File: config.mk
export PLATFORM = sky130hd
export DESIGN_NAME = bus_arbiter
export DESIGN_NICKNAME = d
export VERILOG_FILES = /design/src/rtl/bus_pkg.sv /design/src/rtl/rr_pick.sv /design/src/rtl/bus_arbiter.sv
export SDC_FILE = /design/constraint.sdc
export NUM_CORES = 1
export LEC_CHECK = 0
export BUFFER_PORTS_ARGS = -buffer_cell sky130_fd_sc_hd__buf_2
export CAP_MARGIN = 0
export CORE_ASPECT_RATIO = 1.2
export CORE_MARGIN = 2
export CORE_UTILIZATION = 35
export DETAILED_ROUTE_END_ITERATION = 16
export PLACE_DENSITY_LB_ADDON = 0.25
export SLEW_MARGIN = 30
export SYNTH_ARGS = -nofsm -noshare
export SYNTH_HDL_FRONTEND = slang
export SYNTH_HIERARCHICAL = 1
export SYNTH_SLANG_ARGS = --single-unit
export TNS_END_PERCENT = 100
File: constraint.sdc
create_clock -name clk -period 5.6 [get_ports clk]
set_input_delay 0 -clock clk [delete_from_list [all_inputs] [get_ports clk]]
set_output_delay 0 -clock clk [all_outputs]
set_load 0.05 [all_outputs]
File: src/rtl/bus_pkg.sv
// Shared system-bus definitions: arbiter state encoding, master limits and
// data_mask_bus byte-lane encodings used by the arbiter and slave decoders.
package bus_pkg;

  localparam int MAX_MASTERS = 8;
  localparam int WDOG_W      = 16;

  typedef enum logic [1:0] {
    IDLE  = 2'd0,
    OWNED = 2'd1,
    TURN  = 2'd2
  } arb_state_t;

  // data_mask_bus byte-lane enables, bit n selects byte lane n
  localparam int         DMASK_W       = 4;
  localparam logic [3:0] DMASK_NONE    = 4'b0000;
  localparam logic [3:0] DMASK_BYTE0   = 4'b0001;
  localparam logic [3:0] DMASK_BYTE1   = 4'b0010;
  localparam logic [3:0] DMASK_BYTE2   = 4'b0100;
  localparam logic [3:0] DMASK_BYTE3   = 4'b1000;
  localparam logic [3:0] DMASK_HALF_LO = 4'b0011;
  localparam logic [3:0] DMASK_HALF_HI = 4'b1100;
  localparam logic [3:0] DMASK_WORD    = 4'b1111;

  function automatic int unsigned wrap_inc(input int unsigned cur, input int unsigned n);
    return (cur + 1 >= n) ? 0 : cur + 1;
  endfunction

endpackage

File: src/rtl/rr_pick.sv
// Combinational round-robin priority encoder: first set bit of i_eligible at or
// after i_start (ascending, wrapping). Zero latency, no flow control.
module rr_pick #(
  parameter int N = 4,
  localparam int IW = $clog2(N)
) (
  input  logic [N-1:0]  i_eligible,
  input  logic [IW-1:0] i_start,
  output logic          o_valid,
  output logic [IW-1:0] o_index
);

  // Walk offsets from farthest to nearest so the nearest eligible index wins.
  always_comb begin
    o_valid = 1'b0;
    o_index = '0;
    for (int k = N - 1; k >= 0; k--) begin
      if (i_eligible[(int'(i_start) + k) % N]) begin
        o_valid = 1'b1;
        o_index = IW'((int'(i_start) + k) % N);
      end
    end
  end

endmodule

File: src/rtl/bus_arbiter.sv
// Round-robin bus_req/bus_grant arbiter with a one-cycle turnaround between owners and an
// fc_bus watchdog; grant one cycle after request in IDLE, owner holds the bus until it drops req.
module bus_arbiter
  import bus_pkg::*;
#(
  parameter int N_MASTERS = 4,
  parameter int TIMEOUT   = 255
) (
  input  logic                         clk,
  input  logic                         rst,
  input  logic [N_MASTERS-1:0]         bus_req,
  output logic [N_MASTERS-1:0]         bus_grant,
  input  logic                         rd_bus,
  input  logic                         wr_bus,
  input  logic                         fc_bus,
  output logic                         bus_busy,
  output logic [$clog2(N_MASTERS)-1:0] grant_id,
  output logic                         bus_timeout,
  output logic [$clog2(N_MASTERS)-1:0] timeout_id
);

  localparam int                IW     = $clog2(N_MASTERS);
  localparam logic [WDOG_W-1:0] TO_CNT = WDOG_W'(TIMEOUT);

  arb_state_t           r_state, w_state_nxt;
  logic [N_MASTERS-1:0] r_grant, w_grant_nxt;
  logic                 r_busy, w_busy_nxt;
  logic [IW-1:0]        r_grant_id, w_grant_id_nxt;
  logic [IW-1:0]        r_last_owner, w_last_owner_nxt;
  logic                 r_tout, w_tout_nxt;
  logic [IW-1:0]        r_tout_id, w_tout_id_nxt;
  logic [N_MASTERS-1:0] r_mask, w_mask_set;
  logic [WDOG_W-1:0]    r_cnt, w_cnt_step, w_cnt_nxt;

  logic [N_MASTERS-1:0] w_elig;
  logic [IW-1:0]        w_start;
  logic                 w_pick_vld;
  logic [IW-1:0]        w_pick_idx;
  logic                 w_strobe;

  assign w_strobe = rd_bus | wr_bus;
  assign w_elig   = bus_req & ~r_mask;
  assign w_start  = IW'(wrap_inc(32'(r_last_owner), N_MASTERS));

  rr_pick #(.N(N_MASTERS)) u_pick (
    .i_eligible (w_elig),
    .i_start    (w_start),
    .o_valid    (w_pick_vld),
    .o_index    (w_pick_idx)
  );

  // Watchdog only advances while a strobe is outstanding without completion.
  always_comb begin
    w_cnt_step = '0;
    if (fc_bus || !w_strobe) begin
      w_cnt_step = '0;
    end else if (&r_cnt) begin
      w_cnt_step = r_cnt;
    end else begin
      w_cnt_step = r_cnt + WDOG_W'(1);
    end
  end

  always_ff @(posedge clk or negedge rst) begin
    if (!rst) begin
      r_state <= IDLE;
    end else begin
      r_state <= w_state_nxt;
    end
  end

  always_comb begin
    w_state_nxt      = r_state;
    w_grant_nxt      = r_grant;
    w_busy_nxt       = r_busy;
    w_grant_id_nxt   = r_grant_id;
    w_last_owner_nxt = r_last_owner;
    w_tout_nxt       = 1'b0;
    w_tout_id_nxt    = r_tout_id;
    w_mask_set       = '0;
    w_cnt_nxt        = '0;
    case (r_state)
      IDLE: begin
        if (w_pick_vld) begin
          w_state_nxt              = OWNED;
          w_grant_nxt              = '0;
          w_grant_nxt[w_pick_idx]  = 1'b1;
          w_busy_nxt               = 1'b1;
          w_grant_id_nxt           = w_pick_idx;
          w_last_owner_nxt         = w_pick_idx;
        end
      end
      OWNED: begin
        w_cnt_nxt = w_cnt_step;
        // A revoke takes precedence over a simultaneous voluntary release.
        if (w_cnt_step == TO_CNT) begin
          w_state_nxt              = TURN;
          w_grant_nxt              = '0;
          w_busy_nxt               = 1'b0;
          w_tout_nxt               = 1'b1;
          w_tout_id_nxt            = r_grant_id;
          w_mask_set[r_grant_id]   = 1'b1;
          w_cnt_nxt                = '0;
        end else if (!bus_req[r_grant_id]) begin
          w_state_nxt = TURN;
          w_grant_nxt = '0;
          w_busy_nxt  = 1'b0;
          w_cnt_nxt   = '0;
        end
      end
      TURN: begin
        w_state_nxt = IDLE;
      end
      default: begin
        w_state_nxt = IDLE;
        w_grant_nxt = '0;
        w_busy_nxt  = 1'b0;
      end
    endcase
  end

  always_ff @(posedge clk or negedge rst) begin
    if (!rst) begin
      r_grant      <= '0;
      r_busy       <= 1'b0;
      r_grant_id   <= '0;
      r_last_owner <= IW'(N_MASTERS - 1);
      r_tout       <= 1'b0;
      r_tout_id    <= '0;
      r_mask       <= '0;
      r_cnt        <= '0;
    end else begin
      r_grant      <= w_grant_nxt;
      r_busy       <= w_busy_nxt;
      r_grant_id   <= w_grant_id_nxt;
      r_last_owner <= w_last_owner_nxt;
      r_tout       <= w_tout_nxt;
      r_tout_id    <= w_tout_id_nxt;
      r_mask       <= w_mask_set | (r_mask & bus_req);
      r_cnt        <= w_cnt_nxt;
    end
  end

  assign bus_grant   = r_grant;
  assign bus_busy    = r_busy;
  assign grant_id    = r_grant_id;
  assign bus_timeout = r_tout;
  assign timeout_id  = r_tout_id;

endmodule

# [Word level (Yosys, flattened, before mapping)]
# Index checks and enable logic that the tools add are counted.
[totals] register_bits=34
[classes] magnitude_cmp=9 addsub=5 mux=47 bitwise=9 eq_ne=5 reduce_logical=13
[ops] op="16-bit two-way mux" n=5
[ops] op="4-bit two-way mux" n=5
[ops] op="1-bit two-way mux" n=19
[ops] op="16-bit by 1-bit adder with 16-bit output, second input constant" n=1
[ops] op="16-bit by 8-bit == test with 1-bit output, second input constant" n=1
[ops] op="2-bit two-way mux" n=8
[ops] op="16-bit AND reduction" n=1
[ops] op="3-bit by 4-bit less-than comparator with 1-bit output, second input constant" n=3
[ops] op="4-bit one-hot mux with 3 select lines" n=1
[ops] op="1-bit binary-select mux with 2-bit select" n=5
[ops] op="2-bit by 3-bit less-than comparator with 1-bit output, second input constant" n=3
[ops] op="4-bit AND" n=2
[ops] op="2-bit AND reduction" n=3
[ops] op="2-bit OR reduction" n=3
[ops] op="2-bit adder, second input constant" n=2
[ops] op="1-bit demux with 2-bit select" n=2
[ops] op="2-bit by 1-bit greater-or-equal comparator with 1-bit output, second input constant" n=2
[ops] op="4-bit NOT" n=1
[ops] op="4-bit OR" n=1
[ops] op="2-bit one-hot mux with 2 select lines" n=1
[ops] op="2-bit by 1-bit adder with 3-bit output, second input constant" n=1
[ops] op="1-bit AND, first input constant" n=3
[ops] op="3-bit greater-or-equal comparator, second input constant" n=1
[ops] op="3-bit inequality test, second input constant" n=1
[ops] op="other kinds (12)" n=13

# [Longest topological paths before layout]
[logic_depth] word_depth=19 depth_mapped=9 depth_no_buf=9

# [Cells and area by module]
# Netlist, hierarchy kept.
[modules_own_cells] mod="bus_arbiter" cells_per_inst=201 area_per_inst_um2=2021.9 n_inst=1
[modules_own_cells] mod="rr_pick" cells_per_inst=13 area_per_inst_um2=77.6 n_inst=1

# [Worst setup path before layout]
# OpenSTA, ideal clock, no wires.
[synth_path] path_kind="register to register" start="register r_cnt[0]" end="register r_tout_id[0], in the netlist timeout_id[0]" synth_period_minus_slack_ns=2.321 stages_incl_launch_ff=8 t_arrival_ns=2.193 path_buffers=0 path_slack_ns=3.279 required_time_ns=5.472 path_cell_list="dfrtp_1 ha_1 or4b_1 nor4_2 and2b_1 and4b_1 nand4_2 mux2_1"
[synth_via] elab_chain_cells=5 elab_cells_between_ends=6 classes_between="add/sub (1); eq/ne (1); mux (2); reduce/logical (2)"
[synth_rtl] item="start, declared" line_no="bus_arbiter.sv:33" source="logic [WDOG_W-1:0] r_cnt, w_cnt_step, w_cnt_nxt;"
[synth_rtl] item="start signal, assigned" line_no="bus_arbiter.sv:140" source="r_cnt <= w_cnt_nxt;"
[synth_rtl] item="16-bit by 1-bit adder with 16-bit output or 16-bit AND reduction (tied branches)" line_no="bus_arbiter.sv:60, bus_arbiter.sv:57"
[synth_rtl] item="16-bit two-way mux (*)" line_no="bus_arbiter.sv:57" source="end else if (&r_cnt) begin"
[synth_rtl] item="16-bit two-way mux (*)" line_no="bus_arbiter.sv:55" source="if (fc_bus || !w_strobe) begin"
[synth_rtl] item="16-bit by 8-bit == test with 1-bit output (*)" line_no="bus_arbiter.sv:96" source="if (w_cnt_step == TO_CNT) begin"
[synth_rtl] item="2-bit AND reduction (no line) (*)"
[synth_rtl] item="end signal, assigned" line_no="bus_arbiter.sv:138" source="r_tout_id <= w_tout_id_nxt;"
[synth_rtl] item="end, declared" line_no="bus_arbiter.sv:31" source="logic [IW-1:0] r_tout_id, w_tout_id_nxt;"
# Mark *: on every way between the ends. The rest lies on a longest branch, timed or not.
# A chain may end at the register's enable or synchronous reset.

# [Worst setup path after layout]
[layout_path] start="register r_cnt[0]" end="register r_state[0]"
[layout_via] elab_chain_cells=6 elab_cells_between_ends=9 classes_between="add/sub (1); eq/ne (2); mux (4); reduce/logical (2)"
[layout_rtl] item="16-bit by 1-bit adder with 16-bit output or 16-bit AND reduction (tied branches)" line_no="bus_arbiter.sv:60, bus_arbiter.sv:57"
[layout_rtl] item="16-bit two-way mux (*)" line_no="bus_arbiter.sv:57"
[layout_rtl] item="16-bit two-way mux (*)" line_no="bus_arbiter.sv:55"
[layout_rtl] item="16-bit by 8-bit == test with 1-bit output (*)" line_no="bus_arbiter.sv:96"
[layout_rtl] item="2-bit two-way mux or 3-bit inequality test (tied branches)"
[layout_rtl] item="2-bit one-hot mux with 2 select lines or 2-bit AND reduction (tied branches)"
[layout_rtl] item="end signal, assigned" line_no="bus_arbiter.sv:68" source="r_state <= w_state_nxt;"
[layout_rtl] item="end, declared" line_no="bus_arbiter.sv:25" source="arb_state_t r_state, w_state_nxt;"
# Marked as above.

==> flow_summary.json <==
{
  "start_util_pct": 36.56,
  "final_core_util_pct": 41.46,
  "dp_slack_ps": 3003,
  "die-height_um": 88.84,
  "powerDensity_mw_per_mm2": 370.2,
  "htree_levels": 2,
  "coreArea_mm2": 0.005743,
  "synthTopCellsByArea": "dfrtp_1 (38%), nor4_2 (5.4%), nand2_1 (3.2%)",
  "max-vdd-ir-drop_uv": 427.5,
  "via_per_inst": 5.470,
  "syn_inst": 214,
  "yosysWarnings": 6,
  "clkTransAtPathRegs_ps": 70,
  "netlist_area_mm2": 0.002100,
  "rows": 30,
  "criticalPathCategory": "reg -> reg",
  "cp.required_ps": 5740,
  "dpl_cell_area_mm2": 0.002240,
  "ys.flop_type": "dfrtp_1",
  "worstSkewPairLatency_ps": 280,
  "drtPass1Iterations": 4,
  "rsz0062_at_grt": "no",
  "maxSlewHeadroom_pct": 48.44,
  "cts_made_buffers": 5,
  "groute.usage.overall_pct": 16.31,
  "fin_nets": 245,
  "cts_tree": "built",
  "crit_chain": "ha_1 -> or4b_1 -> nor4_2 -> and2b_1 -> and4b_1 -> and4b_4 -> o22ai_1",
  "cts.path.max_buffers": 2,
  "setup_viol": 0,
  "slowest_stage": "or4b_1",
  "diodes": 0,
  "setup_slack_ps": 2976,
  "tns_ps": 0,
  "cp.arrival_ps": 2760,
  "slowest_delay_ps": 470,
  "grt_start_max_net_pins": 35,
  "antenna_found_initial": 0,
  "die_x_um": 74.70,
  "hpwl_um": 3379,
  "gp_congestion": 0.8654,
  "io_buffers": 18,
  "status": "finished clean",
  "grt_pass1_vias": 1642,
  "cts_sinks": 34,
  "worstMarginPinSlew_ps": 773.4,
  "design_area_mm2": 0.002381,
  "period_needed_ps": 2624,
  "final_cells": 315,
  "cp_max_fo": 20,
  "ant_nets": 0,
  "post_drt_wl_per_cell_um": 15.21,
  "drc": 0,
  "clock-skew-final_ps": 3.762,
  "min_path_type": "in -> reg",
  "fp.dieArea_mm2": 0.006636,
  "yosysUniqueCellTypes": 47,
  "syn2layout_area_growth_pct": 13.41,
  "seq_area_frac_synth_pct": 40.64,
  "ys_async_sr_fraction_pct": 100.0,
  "syn_nets": 225,
  "critPathLaunchType": "register",
  "synth_top_area_share_pct": 38.14,
  "ys_ff_latch": 34,
  "synth_enable_flop_cells": 0,
  "cts_root_buffer": "clkbuf_8",
  "dp_cells": 302,
  "maxSlewViolCount": 0,
  "avgSynthCellArea_um2": 9.811,
  "drtIter0Drc": 230,
  "vias": 1723,
  "maxCapViolations": 0,
  "postCtsSetupBuffers": 0,
  "clock.fmax_mhz": 381.0,
  "grt_pass1_wl_um": 8176,
  "wl_um": 4790,
  "grt_overflow": 0,
  "p_leak_nw": 1.006,
  "drive_gt1_share_pct": 21.28,
  "boundaryPins": 19,
  "synth_top_area_cell": "dfrtp_1",
  "finalCritPeriodShare_pct": 46.87,
  "final-hold-violation-count": 0,
  "cp-end-kind": "register"
}
-- path summary, 6_finish.rpt --
check / slack [ps] / start / cells past startpoint / to
min: 70 / fc_bus / 4 / r_cnt[14]
max in group asynchronous: 4770 / rst / 2 / bus_grant[3]
max: 2980 / r_cnt[0] / 7 / r_state[0]
min in group asynchronous: 330 / rst / 2 / r_cnt[13]
min reg2reg: 480 / r_state[1] / 1 / bus_timeout
max reg2reg: 2980 / r_cnt[0] / 7 / r_state[0]
-- report_power, final --
| group | internal (mW) | switching (mW) |
|---|---|---|
| clock network | 0.0992 | 0.0863 |
| registers | 0.292 | 0.0525 |
| logic | 0.122 | 0.229 |
| total | 0.513 | 0.368 |
-- Yosys cell counts, types with 2 or more instances --
cell type,number
nor3b_1,6
nor4_2,9
nor3_1,5
nand2_1,18
ha_1,2
nor2b_1,5
xnor2_1,3
a211oi_1,5
nand4_1,6
o211ai_1,3
mux2i_1,6
o21ai_0,8
nor2_1,16
and3_1,4
mux2_2,6
dfstp_2,2
a21oi_1,8
nand3_1,5
xor2_1,5
nor4_1,9
and2_1,3
nand3_4,2
dfrtp_1,32
buf_6,2
clkbuf_1,8
and4_1,3
nand4_2,2
or3_1,2
nand2b_1,6
o22ai_1,5
inv_1,2
-- logic make-up (layout without fill, tap and decap cells) --
family | count (synthesis) | after routing | synth area share, %
flops | 34 | 34 | 40.64
compound gates | 37 | 37 | 11.26
simple gates | 107 | 107 | 33.85
buf+inv | 13 | 34 | 3.099
mux | 13 | 13 | 6.615
fa+ha+maj | 2 | 2 | 1.192
xor+xnor | 8 | 8 | 3.337
-- state kept, by name (all words and copies together), names as in the netlist, 2 cells and up --
name and count:
bus_grant 4, grant_id 2, r_cnt 16, r_last_owner 2, r_mask 4, r_state 2, timeout_id 2
-- routing by layer --
layer  vias up  share of wire (%)  GRT usage, %
met5         -                  0             0
met4         0                1.2         5.844
met3         6                3.7         3.986
met2        44                 49         26.71
met1       835                 46         20.87
li1        838                  -             -
-- stage by stage --
| stage | hold WS, ps | power [mW] |
|---|---|---|
| after floorplan | -295.6 | 0.6236 |
| after global placement | 126.2 | 0.6937 |
| after detailed placement | 140.8 | 0.6982 |
| after CTS | 59.69 | 0.8921 |
| after global routing | 87.41 | 0.9475 |
| final | 68.23 | 0.8815 |
-- repair_timing --
item,CTS,global route
hold buffers,5,0
hold endpoints to repair,36,0
gates resized for setup,0,0
-- critical path, delay by kind of cell (launching register included) --
kind                     cells  cell delay [ps]
flip-flops                   1              430
adder cells (fa/ha/maj)      1              310
AND/OR/NAND/NOR              5             1600
AO/OA/AOI/OAI                1              120
-- layout make-up --
| class | instances | area, um^2 |
|---|---|---|
| clock buffers | 7 | 86.33 |
| well taps | 80 | 100.1 |
| fillers | 566 | 3362 |
| flip-flops and latches | 34 | 853.3 |
| repair buffers | 24 | 147.6 |
| inverters | 2 | 7.507 |
| multi-input cells | 167 | 1181 |
| clock inverters | 1 | 5.005 |
-- cells in the final DEF (no fill, tap or decap), types with 2 or more instances in the layout --
cell type      count
buf_2             18
and4_1             3
clkbuf_8           6
o211ai_1           3
o22ai_1            5
and2_1             3
nand4_1            6
mux2_2             6
nor3b_1            6
dfstp_2            2
ha_1               2
xnor2_1            3
a211oi_1           5
nor2_1            16
nand3_1            5
o21ai_0            8
xor2_1             5
nand2_1           18
nand3_4            2
dfrtp_1           32
mux2i_1            6
nand2b_1           6
or3_1              2
a21oi_1            8
nor3_1             5
dlygate4sd3_1      5
inv_1              2
nor4_1             9
nor2b_1            5
nor4_2             9
and3_1             4
nand4_2            2
No activity file was read; power rests on OpenSTA's default activity.
